--- src/rtl/writeback_queue.sv ---
// rtl/writeback_queue.sv - writeback result select, load extension and register-write FIFO
module writeback_queue #(
    parameter int XLEN   = 32,
    parameter int REG_AW = 5,
    parameter int DEPTH  = 2
) (
    input  logic                     clk,
    input  logic                     rst,
    input  logic                     flush,
    input  logic                     in_valid,
    output logic                     in_ready,
    input  logic                     RegWriteW,
    input  logic [1:0]               ResultSrcW,
    input  logic [2:0]               LoadTypeW,
    input  logic [REG_AW-1:0]        RD_W,
    input  logic [XLEN-1:0]          ALUResultW,
    input  logic [XLEN-1:0]          ReadDataW,
    input  logic [XLEN-1:0]          PCPlus4W,
    input  logic [XLEN-1:0]          ImmExtW,
    output logic [XLEN-1:0]          ResultW,
    output logic [REG_AW-1:0]        RD_W_W,
    output logic                     RegWriteW_W,
    input  logic                     rf_ready,
    output logic                     load_misaligned,
    output logic [$clog2(DEPTH):0]   count
);

    localparam int PW = $clog2(DEPTH);
    localparam int CW = PW + 1;

    logic [XLEN-1:0]   r_data [DEPTH];
    logic [REG_AW-1:0] r_rd   [DEPTH];
    logic [PW-1:0]     r_wptr;
    logic [PW-1:0]     r_rptr;
    logic [CW-1:0]     r_count;
    logic              r_misaligned;

    logic [1:0]        w_offset;
    logic [XLEN-1:0]   w_shifted;
    logic [XLEN-1:0]   w_load;
    logic              w_ld_misaligned;
    logic              w_misaligned;
    logic [XLEN-1:0]   w_result;
    logic              w_empty;
    logic              w_full;
    logic              w_accept;
    logic              w_store;
    logic              w_pop;

    assign w_offset = ALUResultW[1:0];

    always_comb begin
        w_shifted       = ReadDataW >> {w_offset, 3'b000};
        w_load          = w_shifted;
        w_ld_misaligned = 1'b0;
        case (LoadTypeW)
            3'b000: w_load = {{(XLEN-8){w_shifted[7]}}, w_shifted[7:0]};
            3'b100: w_load = {{(XLEN-8){1'b0}}, w_shifted[7:0]};
            3'b001: begin
                w_load          = {{(XLEN-16){w_shifted[15]}}, w_shifted[15:0]};
                w_ld_misaligned = w_offset[0];
            end
            3'b101: begin
                w_load          = {{(XLEN-16){1'b0}}, w_shifted[15:0]};
                w_ld_misaligned = w_offset[0];
            end
            // LW and the undefined encodings all behave as a word load
            default: begin
                w_load          = w_shifted;
                w_ld_misaligned = (w_offset != 2'b00);
            end
        endcase
    end

    always_comb begin
        w_misaligned = 1'b0;
        case (ResultSrcW)
            2'b00: w_result = ALUResultW;
            2'b01: begin
                w_misaligned = w_ld_misaligned;
                w_result     = w_ld_misaligned ? '0 : w_load;
            end
            2'b10: w_result = PCPlus4W;
            default: w_result = ImmExtW;
        endcase
    end

    assign w_empty  = (r_count == '0);
    assign w_full   = (r_count == CW'(DEPTH));
    assign w_accept = in_valid && !w_full;
    // x0 and non-writing instructions complete the handshake without a slot
    assign w_store  = w_accept && RegWriteW && (RD_W != '0);
    assign w_pop    = !w_empty && rf_ready;

    always_ff @(posedge clk) begin
        if (rst || flush) begin
            r_wptr       <= '0;
            r_rptr       <= '0;
            r_count      <= '0;
            r_misaligned <= 1'b0;
        end else begin
            r_misaligned <= w_accept && w_misaligned;
            if (w_store) r_wptr <= r_wptr + PW'(1);
            if (w_pop)   r_rptr <= r_rptr + PW'(1);
            case ({w_store, w_pop})
                2'b10:   r_count <= r_count + CW'(1);
                2'b01:   r_count <= r_count - CW'(1);
                default: r_count <= r_count;
            endcase
        end
    end

    always_ff @(posedge clk) begin
        if (w_store) begin
            r_data[r_wptr] <= w_result;
            r_rd[r_wptr]   <= RD_W;
        end
    end

    assign in_ready        = !w_full;
    assign RegWriteW_W     = !w_empty;
    assign ResultW         = w_empty ? '0 : r_data[r_rptr];
    assign RD_W_W          = w_empty ? '0 : r_rd[r_rptr];
    assign load_misaligned = r_misaligned;
    assign count           = r_count;

endmodule

--- config.mk ---
export PLATFORM = sky130hd
export DESIGN_NAME = writeback_queue
export DESIGN_NICKNAME = d
export VERILOG_FILES = /design/src/rtl/writeback_queue.sv
export SDC_FILE = /design/constraint.sdc
export NUM_CORES = 1
export LEC_CHECK = 0
export ABC_AREA = 1
export CAP_MARGIN = 20
export CELL_PAD_IN_SITES_DETAIL_PLACEMENT = 1
export CELL_PAD_IN_SITES_GLOBAL_PLACEMENT = 2
export CORE_MARGIN = 2
export CORE_UTILIZATION = 26
export DETAILED_ROUTE_END_ITERATION = 12
export GPL_TIMING_DRIVEN = 0
export PLACE_DENSITY_LB_ADDON = 0.05
export SLEW_MARGIN = 20
export SYNTH_ARGS = -nofsm -noshare
export SYNTH_HDL_FRONTEND = slang
export SYNTH_SLANG_ARGS = --single-unit
--- constraint.sdc ---
create_clock -name clk -period 5.6 [get_ports clk]
set_input_delay 1.68 -clock clk [delete_from_list [all_inputs] [get_ports clk]]
set_output_delay 1.68 -clock clk [all_outputs]
set_load 0.02 [all_outputs]
==> out/qor.yml, run 1 <==
status: "finished, final reports clean"
p_comb_share_pct: 21.5
syn_area_per_cell_um2: 7.80
whs_endpoint: "r_rptr"
wl_um: 18600
worst_ir_drop_vdd_mv: 0.156
switching_power_uw: 421
switching_share_pct: 26.8
finalCriticalPeriod_ps: 4090
cts_resized: 0
grt_pass1_wl_um: 28700
synth_cell_types: 32
track_usage_pct: 19.1
min_path_cells: 2
synth_edf_count: 74
route.antenna.remaining_nets: 0
drv_cap: 0
grt_pass1_vias: 5213
clockRootBuffer: "clkbuf_16"
clkPwrFrac_pct: 34.7
postSynthCellCount: 615
hold_buffers: 0
dpl.hpwl_um: 15400
rows: 49
cp_data_required_time_ps: 3920
clock.fmax_mhz: 244
antenna_found_initial: 1
path_class: "reg -> out"
layout.nets: 956
finalPower_uw: 1570
place.gp.congestion: 0.846
first_pass_iters: 4
ys_seq_elements: 80
ys_seq_area_share_pct: 48.8
r2r-start: "count[0]"
io_pins: 186
vias_per_cell: 4.65
r2r_cells: 7
relSlewSlack_pct: 58.8
wire_per_inst_um: 17.8
setup_viol_count_final: 0
netlist_area_um2: 4800
fin_setup_tns_ps: 0
worst_slew_pin_slew_ps: 616
seqPwrFrac_pct: 43.8
holdCritPathClass: "reg -> reg"
fp.dieH_um: 140
r2r_setup_slack_ps: 3550
path_clk_slew_ps: 60
die_width_um: 140
postCtsSetupRepairBufs: 0
min_from: "r_rptr"
synthToLayoutAreaGrowth_pct: 51.5
slew_viol_final: 0
first_iter_violations: 143
leakage_uw: 0.00280
yosysWarnings: 0
clock_latency_ps: 340
min_period_over_period_pct: 73.1
initial_core_util_pct: 26.6
synth_nets: 760
critPathCaptureType: "output pin"
clk_path_buf_depth: 2
cts.sinks: 80
cts_tree: "built"
globalRouteOverflowTotal: 0
cp-start-kind: "flop"
rsz0062_at_grt: "no"
synth-main-ff-cell: "edfxtp_1"
p_int_uw: 1150
numCtsBuffers: 9
fin_worst_skew_ps: 4.70
num_vias: 4866
power_density_nw_per_um2: 216
synthArstFlopShare_pct: 0
io_buffers: 183
drive_gt1_share_pct: 9.19
cts.htree.levels: 3
route.detailed.drc: 0
core-area_um2: 18000
r2r_end: "r_data[1][31]"
worst-path-max-fanout: 10
grt_max_degree: 21
final_hold_viol_count: 0
arrival_ps: 2410
die_area_um2: 19600
[cells by family after synthesis]
group                    share of synthesized area [%]
AO/OA/AOI/OAI                                     12.3
adder cells (fa/ha/maj)                          0.261
buffers and inverters                             6.68
flip-flops                                        48.8
AND/OR/NAND/NOR                                   31.9
[worst max-delay path, stage by stage (launching register included)]
cell and delay, ps:
dfxtp_1 350, nor2_1 160, clkbuf_1 430, clkbuf_1 430, a21oi_1 130, clkdlybuf4s50_1 570
[power groups by stage]
stage | sequential, µW | clock (µW) | combinational [µW]
final | 687 | 545 | 338
after global routing | 688 | 580 | 370
after CTS | 687 | 557 | 342
after detailed placement | 700 | 0 | 340
after global placement | 700 | 0 | 331
after floorplan | 699 | 0 | 151
[worst max path at each step]
stage,start,endpoint,slack [ps],cells after the start
final,count[0],ResultW[14],1510,5
after global routing,count[0],ResultW[14],1330,5
after CTS,count[0],ResultW[14],1400,5
after detailed placement,count[0],ResultW[14],1770,5
after global placement,RD_W[0],r_data[1][19],60,5
after floorplan,in_valid,r_data[1][0],1620,4
[cell usage after synthesis, types with 2 or more instances]
| cell type | number | area share (%) |
|---|---|---|
| inv_2 | 6 | 0.47 |
| nor2_1 | 75 | 5.9 |
| a21oi_2 | 10 | 1.8 |
| a21oi_1 | 77 | 8.0 |
| buf_2 | 12 | 1.3 |
| nand2_1 | 233 | 18 |
| edfxtp_1 | 74 | 46 |
| o21ai_0 | 12 | 1.3 |
| o21ai_1 | 6 | 0.63 |
| nand3_4 | 2 | 0.73 |
| nand3_1 | 28 | 2.9 |
| dfxtp_1 | 6 | 2.5 |
| clkbuf_1 | 10 | 0.78 |
| buf_4 | 4 | 0.63 |
| nand4_1 | 9 | 1.2 |
| or2_2 | 2 | 0.26 |
| inv_1 | 19 | 1.5 |
| nor3_1 | 2 | 0.21 |
| nor2_2 | 6 | 0.78 |
| buf_1 | 4 | 0.31 |
| buf_6 | 6 | 1.4 |
| nand3_2 | 2 | 0.42 |
[state kept, by name, indices dropped and copies added (netlist names), named ones only]
register,flops
count,2
load_misaligned,1
r_data,64
r_rd,10
r_rptr,1
r_wptr,1
[per-stage QoR]
stage,std cells,worst slack (ps),area (µm²),hold slack [ps],utilization [%]
global route,1046,1330,7270,522,40.3
finish,1046,1510,7270,502,40.3
global placement,1027,56.9,6920,469,38.4
floorplan,615,1620,4800,461,-
CTS,1045,1400,7270,499,40.3
detailed placement,1029,1770,6990,490,38.8
[per-layer routing]
metal | vias up | share of wire [%] | GRT usage (%)
met1 | 2295 | 43 | 23.9
met2 | 124 | 52 | 34.5
met3 | 16 | 4.0 | 2.58
li1 | 2431 | - | -
met4 | 0 | 1.5 | 5.00
met5 | - | 0 | 0
[area by class of cell]
type | count | area, µm²
inverters | 26 | 110
well taps | 229 | 287
clock inverters | 7 | 56.3
multi-input cells | 473 | 2150
repair buffers | 185 | 1890
diodes | 1 | 2.50
flip-flops and latches | 80 | 2340
clock buffers | 9 | 225
fillers | 2153 | 10800
plain buffers | 36 | 210
[placed cells by master (no fill, tap or decap), types with 2 or more instances in the layout]
cell             Yosys  final
nand2_1            233    233
clkdlybuf4s50_1      0    183
a21oi_1             77     77
edfxtp_1            74     74
nor2_1              75     73
nand3_1             28     28
inv_1               19     19
buf_2               12     12
o21ai_0             12     12
clkbuf_1            10     10
a21oi_2             10     10
nand4_1              9      9
clkbuf_16            0      9
inv_2                6      6
buf_6                6      6
o21ai_1              6      6
nor2_2               6      6
dfxtp_1              6      6
buf_4                4      4
buf_1                4      4
nor2_4               1      3
nand3_2              2      2
nand3_4              2      2
nor3_1               2      2
or2_2                2      2
clkinv_4             0      2
clkinvlp_4           0      2
buf_16               0      2
No activity file was read; power rests on OpenSTA's default activity.
==> run 2: changes to the inputs <==
--- a/config.mk
+++ b/config.mk
@@ -10,7 +10,7 @@
 export CELL_PAD_IN_SITES_DETAIL_PLACEMENT = 1
 export CELL_PAD_IN_SITES_GLOBAL_PLACEMENT = 2
 export CORE_MARGIN = 2
-export CORE_UTILIZATION = 26
+export CORE_UTILIZATION = 22
 export DETAILED_ROUTE_END_ITERATION = 12
 export GPL_TIMING_DRIVEN = 0
 export PLACE_DENSITY_LB_ADDON = 0.05
==> constraint.sdc (replaced) <==
create_clock -name clk -period 3.7 [get_ports clk]
set_input_delay 1.11 -clock clk [delete_from_list [all_inputs] [get_ports clk]]
set_output_delay 1.11 -clock clk [all_outputs]
set_load 0.02 [all_outputs]
==> run 2 against run 1 <==
Compared with the run above:
- worst setup slack worse by 1300 ps
- via count is 1.1% lower
- final cell count is 4.8% higher
- count of clock-buffer cells in the layout stayed put
- critical path type unchanged
- largest cell class unchanged
==> out/qor.yml, run 2 (synthesis results as in run 1) <==
status: "finished, final reports clean"
setup_viol_count_final: 0
route.detailed.drc: 0
relSlewSlack_pct: 54.7
r2r_setup_slack_ps: 1620
clock_latency_ps: 340
wl_um: 19100
vias_per_cell: 4.39
io_buffers: 183
r2r_cells: 7
path_class: "reg -> out"
place.gp.congestion: 0.831
clock.fmax_mhz: 285
antenna_found_initial: 0
die_width_um: 152
cts.sinks: 80
path_clk_slew_ps: 60
layout_common_cells: "233 x nand2_1, 183 x clkdlybuf4s50_1, 77 x a21oi_1, 74 x edfxtp_1, 73 x nor2_1"
synthToLayoutAreaGrowth_pct: 53.1
wl_met2_um: 9520
die_area_um2: 23000
drive_gt1_share_pct: 9.31
slew_viol_final: 0
rsz0062_at_grt: "no"
power_density_nw_per_um2: 331
mostFrequentLayoutCell: "nand2_1"
wirelength_met1_um: 8460
worst_slew_pin_slew_ps: 678
r2r_end: "r_data[1][25]"
finalPower_uw: 2430
worst-path-max-fanout: 10
drv_cap: 0
min_path_cells: 2
r2r-start: "count[0]"
worst_ir_drop_vdd_mv: 0.164
holdCritPathClass: "reg -> reg"
grt_max_degree: 21
grt_pass1_vias: 5135
first_pass_iters: 4
grt_pass1_wl_um: 28300
whs_endpoint: "r_rptr"
cp_data_required_time_ps: 2590
fp.dieH_um: 152
cp-start-kind: "flop"
num_vias: 4813
regMostFlops: "r_data"
cts.htree.levels: 3
fin_worst_skew_ps: 4.55
rows: 54
io_pins: 186
core-area_um2: 21600
maxUsedRoutingLayer: "met4"
clockRootBuffer: "clkbuf_16"
min_from: "r_rptr"
track_usage_pct: 16.5
clk_path_buf_depth: 2
dr_wl_met3_um: 713
finalCriticalPeriod_ps: 3510
route.antenna.remaining_nets: 0
numCtsBuffers: 9
leakage_uw: 0.00281
postCtsSetupRepairBufs: 0
critPathCaptureType: "output pin"
diodes: 0
layout.nets: 956
globalRouteOverflowTotal: 0
cts_tree: "built"
final_hold_viol_count: 0
dpl.hpwl_um: 15900
largest_register_ff_count: 64
initial_core_util_pct: 22.2
min_period_over_period_pct: 94.8
cts_resized: 0
wire_per_inst_um: 17.4
postLayoutCoreUtil_pct: 34.0
arrival_ps: 2400
hold_buffers: 0
first_iter_violations: 102
run 2: cell count changes in the layout (fill, tap and decap cells not counted):
cell,previous run,this run
clkbuf_1,10,8
buf_1,4,5
bufinv_16,0,1
clkbuf_2,0,1
clkinv_2,0,1
clkinv_4,2,1
diode_2,1,0
inv_8,1,0
run 2: layout make-up:
cell class / instances / area, µm²
plain buffers: 36 / 211
fillers: 2590 / 14300
well taps: 280 / 350
inverters: 26 / 110
clock buffers: 9 / 225
flip-flops and latches: 80 / 2340
multi-input cells: 473 / 2150
repair buffers: 185 / 1890
clock inverters: 7 / 71.3
run 2: worst max-delay path: stages (launching register included):
cell             delay [ps]
dfxtp_1                 330
buf_2                   250
buf_1                   440
nand2_1                 110
a21oi_1                 270
clkdlybuf4s50_1         650
run 2: worst max-delay path by stage:
| stage | from | end | slack (ps) |
|---|---|---|---|
| 3_5_place_dp | count[1] | ResultW[14] | 430 |
| 5_1_grt | flop | ResultW[15] | 30 |
| 4_1_cts | count[1] | ResultW[14] | 40 |
| 3_3_place_gp | RD_W[0] | r_data[1][19] | -1360 |
| 6_report | flop | ResultW[15] | 190 |
| 2_1_floorplan | in_valid | r_data[1][0] | 290 |
run 2: through the flow:
stage	setup TNS, ps	cell area [µm²]	hold slack, ps	setup slack, ps	std cells
floorplan	0	4800	461	288	615
global placement	-99840	6980	471	-1360	1078
detailed placement	0	7050	482	431	1080
CTS	0	7350	490	41.7	1096
global route	0	7350	507	26.0	1096
finish	0	7350	487	193	1096
run 2: metal layers:
| layer | GRT usage, % | vias to the layer above |
|---|---|---|
| li1 | - | 2426 |
| met5 | 0 | - |
| met3 | 1.53 | 20 |
| met4 | 5.79 | 0 |
| met2 | 29.5 | 121 |
| met1 | 20.9 | 2246 |
run 2: power breakdown:
| part | total (µW) | internal (µW) | switching (µW) |
|---|---|---|---|
| clock | 879 | 522 | 358 |
| sequential | 1040 | 1030 | 8.04 |
| combinational | 512 | 247 | 265 |
| total | 2430 | 1800 | 630 |
